[config.mk]
export PLATFORM = sky130hd
export DESIGN_NAME = acc_step_gen_multi
export DESIGN_NICKNAME = d
export VERILOG_FILES = /design/src/rtl/acc_step_gen_multi.sv
export SDC_FILE = /design/constraint.sdc
export NUM_CORES = 2
export LEC_CHECK = 0
export ABC_AREA = 1
export CORE_ASPECT_RATIO = 1.5
export CORE_MARGIN = 1
export CORE_UTILIZATION = 45
export CTS_BUF_LIST = sky130_fd_sc_hd__clkbuf_16
export DETAILED_ROUTE_END_ITERATION = 10
export REMOVE_ABC_BUFFERS = 1
export SLEW_MARGIN = 20
export SYNTH_ARGS = -nofsm -noshare
export SYNTH_HDL_FRONTEND = slang
export SYNTH_SLANG_ARGS = --single-unit
[constraint.sdc]
create_clock -name clk -period 15.3 [get_ports clk]
set_clock_uncertainty 0.15 [all_clocks]
set_input_delay 2.295 -clock clk [delete_from_list [all_inputs] [get_ports clk]]
set_output_delay 2.295 -clock clk [all_outputs]
set_load 0.05 [all_outputs]
[src/rtl/acc_step_gen_multi.sv]
// acc_step_gen_multi
//   Multi-axis constant-acceleration step generator. Motion segments are
//   queued in a small FIFO; each segment runs for a number of ticks spaced
//   dt clock cycles apart. On every tick each axis adds its velocity into a
//   fixed-point position accumulator. The velocity is then updated by the
//   per-tick acceleration and clamped. A step pulse is emitted whenever the
//   integer part of an accumulator changes.
//
// Ports
//   clk, reset  : system clock, synchronous active-high reset
//   load        : push a segment (accepted only when ready=1)
//   ready       : FIFO not full
//   dt_val      : clock cycles per tick (0 behaves as 1)
//   steps_val   : ticks in the segment
//   v0_val      : per-axis initial velocity, axis i at [i*W +: W]
//   a_val       : per-axis per-tick acceleration, same packing
//   step, dir   : per-axis step pulse and held direction (1 = positive)
//   seg_done    : one-cycle pulse when a segment completes
//   busy        : engine active or segments pending
//   overflow    : sticky flag, a load arrived while ready=0
//
// Handshake: a segment is transferred on a rising clk edge where
// load && ready. ready depends only on the FIFO fill level held at the start
// of the cycle. It does not depend on load, or on a pop in the same cycle.
module acc_step_gen_multi #(
  parameter int NAXES  = 3,
  parameter int W      = 32,
  parameter int FRAC   = 16,
  parameter int QDEPTH = 4
) (
  input  logic               clk,
  input  logic               reset,
  input  logic               load,
  output logic               ready,
  input  logic [31:0]        dt_val,
  input  logic [31:0]        steps_val,
  input  logic [NAXES*W-1:0] v0_val,
  input  logic [NAXES*W-1:0] a_val,
  output logic [NAXES-1:0]   step,
  output logic [NAXES-1:0]   dir,
  output logic               seg_done,
  output logic               busy,
  output logic               overflow
);

  localparam int AW = $clog2(QDEPTH);
  localparam int CW = AW + 1;
  localparam int IW = W - FRAC;

  // Velocity limit: just under one step per tick.
  localparam logic signed [W:0] VMAX = (W+1)'((1 << FRAC) - 1);
  localparam logic signed [W:0] VMIN = -VMAX;

  typedef enum logic [1:0] {
    ST_IDLE = 2'd0,
    ST_LOAD = 2'd1,
    ST_RUN  = 2'd2
  } state_e;

  // Segment FIFO storage
  logic [31:0]        fifo_dt_q    [QDEPTH];
  logic [31:0]        fifo_steps_q [QDEPTH];
  logic [NAXES*W-1:0] fifo_v0_q    [QDEPTH];
  logic [NAXES*W-1:0] fifo_a_q     [QDEPTH];

  logic [AW-1:0] wr_ptr_q, wr_ptr_d;
  logic [AW-1:0] rd_ptr_q, rd_ptr_d;
  logic [CW-1:0] count_q, count_d;

  // Engine state
  state_e                      state_q, state_d;
  logic [31:0]                 dtm1_q, dtm1_d;      // dt-1, dt=0 folded to 0
  logic [31:0]                 ticks_q, ticks_d;    // ticks remaining
  logic [31:0]                 period_q, period_d;  // cycles to next tick
  logic [NAXES-1:0][W-1:0]     v_q, v_d;
  logic [NAXES-1:0][W-1:0]     a_q, a_d;
  logic [NAXES-1:0][W-1:0]     acc_q, acc_d;
  logic [NAXES-1:0]            step_q, step_d;
  logic [NAXES-1:0]            dir_q, dir_d;
  logic                        seg_done_q, seg_done_d;
  logic                        overflow_q, overflow_d;

  // Per-axis datapath helpers
  logic [NAXES-1:0][W-1:0]     head_v0_ax;
  logic [NAXES-1:0][W-1:0]     head_a_ax;
  logic [NAXES-1:0][W-1:0]     acc_sum;
  logic [NAXES-1:0][W-1:0]     v_next;
  logic [NAXES-1:0][W-1:0]     v0_clamped;
  logic [NAXES-1:0][IW-1:0]    int_diff;

  logic [31:0] head_dt;
  logic [31:0] head_steps;
  logic [31:0] head_dtm1;
  logic        push;
  logic        pop;

  function automatic logic [W-1:0] sat_vel(input logic signed [W:0] x);
    logic [W-1:0] r;
    if (x > VMAX)      r = VMAX[W-1:0];
    else if (x < VMIN) r = VMIN[W-1:0];
    else               r = x[W-1:0];
    return r;
  endfunction

  assign ready      = (count_q != CW'(QDEPTH));
  assign push       = load && ready;
  assign pop        = (state_q == ST_IDLE) && (count_q != '0);

  assign head_dt    = fifo_dt_q[rd_ptr_q];
  assign head_steps = fifo_steps_q[rd_ptr_q];
  assign head_v0_ax = fifo_v0_q[rd_ptr_q];
  assign head_a_ax  = fifo_a_q[rd_ptr_q];
  assign head_dtm1  = (head_dt == 32'd0) ? 32'd0 : head_dt - 32'd1;

  // Velocities are always held within +/-VMAX, so the (W+1)-bit sums
  // below cannot overflow.
  always_comb begin
    acc_sum    = '0;
    v_next     = '0;
    v0_clamped = '0;
    int_diff   = '0;
    for (int i = 0; i < NAXES; i++) begin
      acc_sum[i]    = acc_q[i] + v_q[i];
      v_next[i]     = sat_vel($signed({v_q[i][W-1], v_q[i]}) +
                              $signed({a_q[i][W-1], a_q[i]}));
      v0_clamped[i] = sat_vel($signed({head_v0_ax[i][W-1], head_v0_ax[i]}));
      // Difference modulo 2^IW: accumulator wrap gives +/-1, not a jump.
      int_diff[i]   = acc_sum[i][W-1:FRAC] - acc_q[i][W-1:FRAC];
    end
  end

  always_comb begin
    wr_ptr_d   = wr_ptr_q;
    rd_ptr_d   = rd_ptr_q;
    count_d    = count_q;
    state_d    = state_q;
    dtm1_d     = dtm1_q;
    ticks_d    = ticks_q;
    period_d   = period_q;
    v_d        = v_q;
    a_d        = a_q;
    acc_d      = acc_q;
    step_d     = '0;
    dir_d      = dir_q;
    seg_done_d = 1'b0;
    overflow_d = overflow_q | (load & ~ready);

    if (push) wr_ptr_d = wr_ptr_q + AW'(1);
    if (pop)  rd_ptr_d = rd_ptr_q + AW'(1);
    case ({push, pop})
      2'b10:   count_d = count_q + CW'(1);
      2'b01:   count_d = count_q - CW'(1);
      default: count_d = count_q;
    endcase

    case (state_q)
      ST_IDLE: begin
        if (pop) begin
          // Segment parameters are captured as the entry leaves the FIFO.
          // A zero-length segment signals completion while in LOAD.
          state_d  = ST_LOAD;
          dtm1_d   = head_dtm1;
          period_d = head_dtm1;
          ticks_d  = head_steps;
          v_d      = v0_clamped;
          a_d      = head_a_ax;
          if (head_steps == 32'd0) seg_done_d = 1'b1;
        end
      end
      ST_LOAD: begin
        state_d = (ticks_q == 32'd0) ? ST_IDLE : ST_RUN;
      end
      ST_RUN: begin
        if (period_q == 32'd0) begin
          period_d = dtm1_q;
          ticks_d  = ticks_q - 32'd1;
          for (int i = 0; i < NAXES; i++) begin
            acc_d[i] = acc_sum[i];
            v_d[i]   = v_next[i];
            if (int_diff[i] != '0) begin
              step_d[i] = 1'b1;
              dir_d[i]  = (int_diff[i] == IW'(1));
            end
          end
          if (ticks_q == 32'd1) begin
            state_d    = ST_IDLE;
            seg_done_d = 1'b1;
          end
        end else begin
          period_d = period_q - 32'd1;
        end
      end
      default: state_d = ST_IDLE;
    endcase
  end

  always_ff @(posedge clk) begin
    if (reset) begin
      wr_ptr_q   <= '0;
      rd_ptr_q   <= '0;
      count_q    <= '0;
      state_q    <= ST_IDLE;
      dtm1_q     <= '0;
      ticks_q    <= '0;
      period_q   <= '0;
      v_q        <= '0;
      a_q        <= '0;
      acc_q      <= '0;
      step_q     <= '0;
      dir_q      <= '0;
      seg_done_q <= 1'b0;
      overflow_q <= 1'b0;
    end else begin
      wr_ptr_q   <= wr_ptr_d;
      rd_ptr_q   <= rd_ptr_d;
      count_q    <= count_d;
      state_q    <= state_d;
      dtm1_q     <= dtm1_d;
      ticks_q    <= ticks_d;
      period_q   <= period_d;
      v_q        <= v_d;
      a_q        <= a_d;
      acc_q      <= acc_d;
      step_q     <= step_d;
      dir_q      <= dir_d;
      seg_done_q <= seg_done_d;
      overflow_q <= overflow_d;
    end
  end

  // FIFO payload needs no reset; the pointers define what is valid.
  always_ff @(posedge clk) begin
    if (push) begin
      fifo_dt_q[wr_ptr_q]    <= dt_val;
      fifo_steps_q[wr_ptr_q] <= steps_val;
      fifo_v0_q[wr_ptr_q]    <= v0_val;
      fifo_a_q[wr_ptr_q]     <= a_val;
    end
  end

  assign step     = step_q;
  assign dir      = dir_q;
  assign seg_done = seg_done_q;
  assign overflow = overflow_q;
  assign busy     = (state_q != ST_IDLE) || (count_q != '0);

endmodule
After elaboration in Yosys (flattened, before gate mapping)
Memories as Yosys holds them, arrays and structs flattened. A register that Yosys moved wholly into a read port is not among the register bits.
Cells that the tools add are included.
W data, S select, Z words.
{"block": "op_classes", "addsub": 16, "magnitude_cmp": 12, "n_eq_ne": 12, "muxes": 44, "bitwise": 5, "n_reduce_logical": 24}
{"op": "$mux W32", "n": 17}
{"op": "$mux W96", "n": 2}
{"op": "$pmux W96 S2", "n": 1}
{"op": "$logic_not A32 Y1", "n": 4}
{"op": "$pmux W32 S2", "n": 2}
{"op": "$add A32 B32 Y33", "n": 3}
{"op": "$gt A33 B17 Y1 const B", "n": 3}
{"op": "$lt A33 B17 Y1 const B", "n": 3}
{"op": "$add A32 B32 Y32", "n": 3}
{"op": "$gt A32 B17 Y1 const B", "n": 3}
{"op": "$lt A32 B17 Y1 const B", "n": 3}
{"op": "$sub A32 B1 Y32 const B", "n": 3}
{"op": "$eq A16 B1 Y1 const B", "n": 3}
{"op": "$reduce_bool A16 Y1", "n": 3}
{"op": "$sub A16 B16 Y16", "n": 3}
{"op": "$eq A32 B1 Y1 const B", "n": 1}
{"op": "$mux W2", "n": 10}
{"op": "$reduce_and A3 Y1", "n": 5}
{"op": "$mux W1", "n": 9}
{"op": "$ne A2 B2 Y1 const B", "n": 3}
{"op": "$pmux W2 S3", "n": 1}
{"op": "$pmux W3 S2", "n": 1}
{"op": "$reduce_and A2 Y1", "n": 3}
{"op": "$reduce_bool A2 Y1", "n": 3}
{"op": "other kinds (15)", "n": 21}
{"block": "word_totals", "regBits": 305, "mem_bits_rw": 1024, "in_bits": 259, "out_inout_bits": 10, "wordCells": 136, "mem_count": 4}
{"name": "fifo_a_q", "depth": 4, "width": 96, "rd": 1, "rd_ports_with_merged_regs": 1, "write_ports": 1, "line": "64", "rtl": "logic [NAXES*W-1:0] fifo_a_q [QDEPTH];"}
{"name": "fifo_v0_q", "depth": 4, "width": 96, "rd": 1, "rd_ports_with_merged_regs": 1, "write_ports": 1, "line": "63", "rtl": "logic [NAXES*W-1:0] fifo_v0_q [QDEPTH];"}
{"name": "fifo_dt_q", "depth": 4, "width": 32, "rd": 1, "rd_ports_with_merged_regs": 1, "write_ports": 1, "line": "61", "rtl": "logic [31:0] fifo_dt_q [QDEPTH];"}
{"name": "fifo_steps_q", "depth": 4, "width": 32, "rd": 1, "rd_ports_with_merged_regs": 1, "write_ports": 1, "line": "62", "rtl": "logic [31:0] fifo_steps_q [QDEPTH];"}

Longest topological paths before layout
{"block": "logic_depth", "ltp_word": 6, "depth_mapped": 27, "mapped_depth_nobuf": 27}

Least setup slack after synthesis
OpenSTA, ideal clock, no wires.
{"block": "synth_timing", "kind": "input-to-reg", "startpoint": "in load", "endpoint": "mem fifo_a_q[0][0] in the netlist's numbering, enable pin", "setup_ps": 879, "arrival_ps": 13130, "t_required_ps": 14271, "slack_ps": 1141, "stages": 2, "n_path_buf": 0, "cell_sequence": "nand2_1 nor2_1"}
{"block": "synth_via", "elab_chain_len": 3}
{"item": "start: declaration", "line": "33", "rtl": "input logic load,"}
{"item": "$logic_and A1 B1 Y1", "line": "106", "rtl": "assign push = load && ready;"}
{"item": "$mux W1", "line": "233", "rtl": "if (push) begin"}
{"item": "$mux W1 (implied by the code)", "line": "237", "rtl": "fifo_a_q[wr_ptr_q] <= a_val;"}
{"item": "end: declaration", "line": "64"}
No other way between the ends.

==> flow_metrics.env <==
export IMPL_status="finished with violations"
export IMPL_violations="DRC"
export IMPL_intPower_w=0.008494
export IMPL_clock_fmax_mhz=159.3
export IMPL_worstPathRequired_ns=15.87
export IMPL_grt_pass1_vias=55480
export IMPL_maxCapViolCount=0
export IMPL_min_path_cells=2
export IMPL_p_clk_share_pct=23.5
export IMPL_rows=179
export IMPL_routed_wl_um=208600
export IMPL_area_growth_pct=12.30
export IMPL_num_nets_final=8708
export IMPL_die_w_um=328.2
export IMPL_gp_congestion=0.9643
export IMPL_postCtsSetupBuffers=0
export IMPL_period_share_pct=41.03
export IMPL_synth_cells=8067
export IMPL_synth_avg_cell_area_um2=8.902
export IMPL_peakVddDrop_uv=178.2
export IMPL_seqPwrFrac_pct=35.8
export IMPL_fin_crit_ns=6.278
export IMPL_wire_per_inst_um=20.08
export IMPL_drive_gt1_share_pct=3.949
export IMPL_cts_resized=0
export IMPL_start_util_pct=45.29
export IMPL_rsz0062_at_grt="false"
export IMPL_layout_commonest_cell="nand2_1"
export IMPL_worstHoldPathType="flip-flop to flip-flop"
export IMPL_swShare_pct=41.26
export IMPL_p_leak_nw=32.52
export IMPL_die_h_um=491.3
export IMPL_drtIter0Drc=3977
export IMPL_crit_fanout=81
export IMPL_p_comb_share_pct=40.6
export IMPL_p_sw_w=0.005966
export IMPL_critical_path_startpoint_type="flip-flop"
export IMPL_coreArea_um2=158600
export IMPL_antenna_found_initial=14
export IMPL_synthFlopType="edfxtp_1"
export IMPL_cts_htree_levels=4
export IMPL_io_pin_count=269
export IMPL_cts_hold_buffers_added=0
export IMPL_overflow=0
export IMPL_drc=36
export IMPL_grt_max_degree=195
export IMPL_dpl_hpwl_um=145800
export IMPL_setup_viol=0
export IMPL_synth_area_um2=71810
export IMPL_path_clk_slew_ns=0.06
export IMPL_cts_made_buffers=140
export IMPL_reg2regPathDepth=15
export IMPL_worstMarginPinSlew_ns=1.182
export IMPL_finalHoldViolations=0
export IMPL_cts_tree="built"
export IMPL_vias=57110
export IMPL_ys_warn_count=0
export IMPL_synthArstFlopShare_pct=0
export IMPL_yosysSeqAreaShare_pct=53.97
export IMPL_arrival_ns=6.85
export IMPL_setup_tns_ns=0
export IMPL_clockRootBuffer="clkbuf_16"
export IMPL_powerDensity_nw_per_um2=179.3
export IMPL_synth_seq_cells=1424
export IMPL_synth_distinct_cells=64
export IMPL_relSlewSlack_pct=21.20
export IMPL_clk_path_buf_depth=3
export IMPL_ant_nets=0
export IMPL_timing_hold_ws_ns=0.3030
export IMPL_routed_via_density=5.497
export IMPL_final_cell_mix="nand2_1 (1798), edfxtp_1 (1024), nor2_1 (936), inv_1 (723), o21ai_0 (711)"
export IMPL_clock_latency_ns=0.79
export IMPL_fillers=14850
export IMPL_io_buffers=268
export IMPL_worst_setup_path_type="flip-flop to flip-flop"
export IMPL_grt_total_usage_pct=25.57
export IMPL_slew_viol_final=0
export IMPL_finish_utilization_pct=50.86
export IMPL_firstDrtPassIters=9
export IMPL_critPathCaptureType="flip-flop"
export IMPL_grt_first_pass_wirelength_um=319000
export IMPL_synth_enable_flop_cells=1024
export IMPL_die_area_um2=161200
export IMPL_numClockSinks=1424
-- path summary, 6_finish.rpt --
kind,start,endpoint,slack [ns]
min reg2reg,dtm1_q[23]$_SDFFE_PP0P_,dtm1_q[23]$_SDFFE_PP0P_,0.30
min,dtm1_q[23]$_SDFFE_PP0P_,dtm1_q[23]$_SDFFE_PP0P_,0.30
max reg2reg,flip-flop,v_q[91]$_SDFFE_PP0P_,9.02
max,flip-flop,v_q[91]$_SDFFE_PP0P_,9.02
-- power by group through the flow --
stage | registers (W) | clock network [W] | logic, W
floorplan | 0.00523 | 0 | 0.00417
global placement | 0.00526 | 0 | 0.00580
detailed placement | 0.00526 | 0 | 0.00586
CTS | 0.00519 | 0.00347 | 0.00589
global route | 0.00522 | 0.00361 | 0.00660
finish | 0.00518 | 0.00340 | 0.00588
-- cell type report --
class	instances	area [µm²]	area share, %
Antenna cell	2	5.005	0.006206
Clock buffer	146	3654	4.530
Clock inverter	110	827.0	1.026
Inverter	712	2715	3.367
Multi-Input combinational cell	5586	28910	35.85
Sequential cell	1424	38770	48.08
Tap cell	2081	2604	3.229
Timing Repair Buffer	328	3156	3.913
-- cell families (layout without fill, tap and decap cells) --
| family | after synthesis | after routing | synth area share, % |
|---|---|---|---|
| fa+ha+maj | 257 | 257 | 4.582 |
| other cells | 0 | 2 | 0 |
| compound gates | 1768 | 1768 | 14.12 |
| buf+inv | 1057 | 1296 | 5.847 |
| flops | 1424 | 1424 | 53.97 |
| simple gates | 3373 | 3373 | 19.19 |
| xor+xnor | 188 | 188 | 2.293 |
-- cell usage after synthesis, types with 6 or more instances --
library cell / instances / area share, %
o21bai_1: 24 / 0.25
inv_1: 700 / 3.7
inv_2: 9 / 0.047
or2_2: 10 / 0.087
a21oi_1: 605 / 4.2
fa_1: 10 / 0.28
nand4_1: 90 / 0.78
nand3b_1: 34 / 0.36
o21ai_1: 19 / 0.13
o21ai_0: 711 / 5.0
nand3_1: 372 / 2.6
a31oi_1: 117 / 1.0
ha_1: 247 / 4.3
edfxtp_1: 1024 / 43
nor4_1: 36 / 0.31
o22ai_1: 7 / 0.061
dfxtp_1: 400 / 11
nor3_1: 65 / 0.45
nor2_1: 943 / 4.9
xor2_1: 114 / 1.4
buf_2: 83 / 0.58
xnor2_1: 74 / 0.90
buf_4: 10 / 0.10
o22a_1: 34 / 0.41
o211ai_1: 70 / 0.73
nand2_1: 1798 / 9.4
a21boi_0: 6 / 0.063
a21o_1: 14 / 0.15
buf_1: 35 / 0.18
a32o_1: 90 / 1.3
a221oi_1: 22 / 0.27
a211oi_1: 12 / 0.13
clkbuf_1: 205 / 1.1
buf_6: 12 / 0.19
-- per-stage QoR --
stage	std cells	total power, W	cell area (µm²)	worst slack (ns)
5_1_grt	10390	0.01543	80640	8.458
6_report	10390	0.01446	80640	9.022
4_1_cts	10390	0.01455	80640	9.010
2_1_floorplan	7722	0.009393	70280	1.141
3_3_place_gp	10130	0.01106	76150	9.075
3_5_place_dp	10130	0.01112	76160	9.042
-- critical path: stages, from the launching register on --
cell and delay (ns):
dfxtp_4 0.77, buf_4 0.67, buf_4 0.76, buf_4 0.79, nand2_1 0.11, a32o_1 0.34, nor4_1 0.37, nand4_1 0.19
or2_2 0.33, ha_1 0.61, inv_1 0.37, nand2_1 0.17, nand3_1 0.09, nand3_1 0.12, o211ai_1 0.10, inv_1 0.09
-- flip-flops by register name (all words and copies together), names as in the netlist, named ones only --
register / flops
overflow: 1
fifo_v0_q: 384
dtm1_q: 32
fifo_steps_q: 128
state_q: 2
count_q: 3
dir: 3
period_q: 32
fifo_a_q: 384
rd_ptr_q: 2
step: 3
wr_ptr_q: 2
fifo_dt_q: 128
acc_q: 93
seg_done: 1
a_q: 96
ticks_q: 32
v_q: 96
-- per-layer routing --
layer,global-route usage (%),vias up,wire length (µm)
li1,-,28060,-
met1,31.11,27340,86050
met2,45.65,1355,106000
met3,3.246,336,9044
met4,9.794,18,7432
met5,0,-,112
Power figures use the tool's default switching activity.
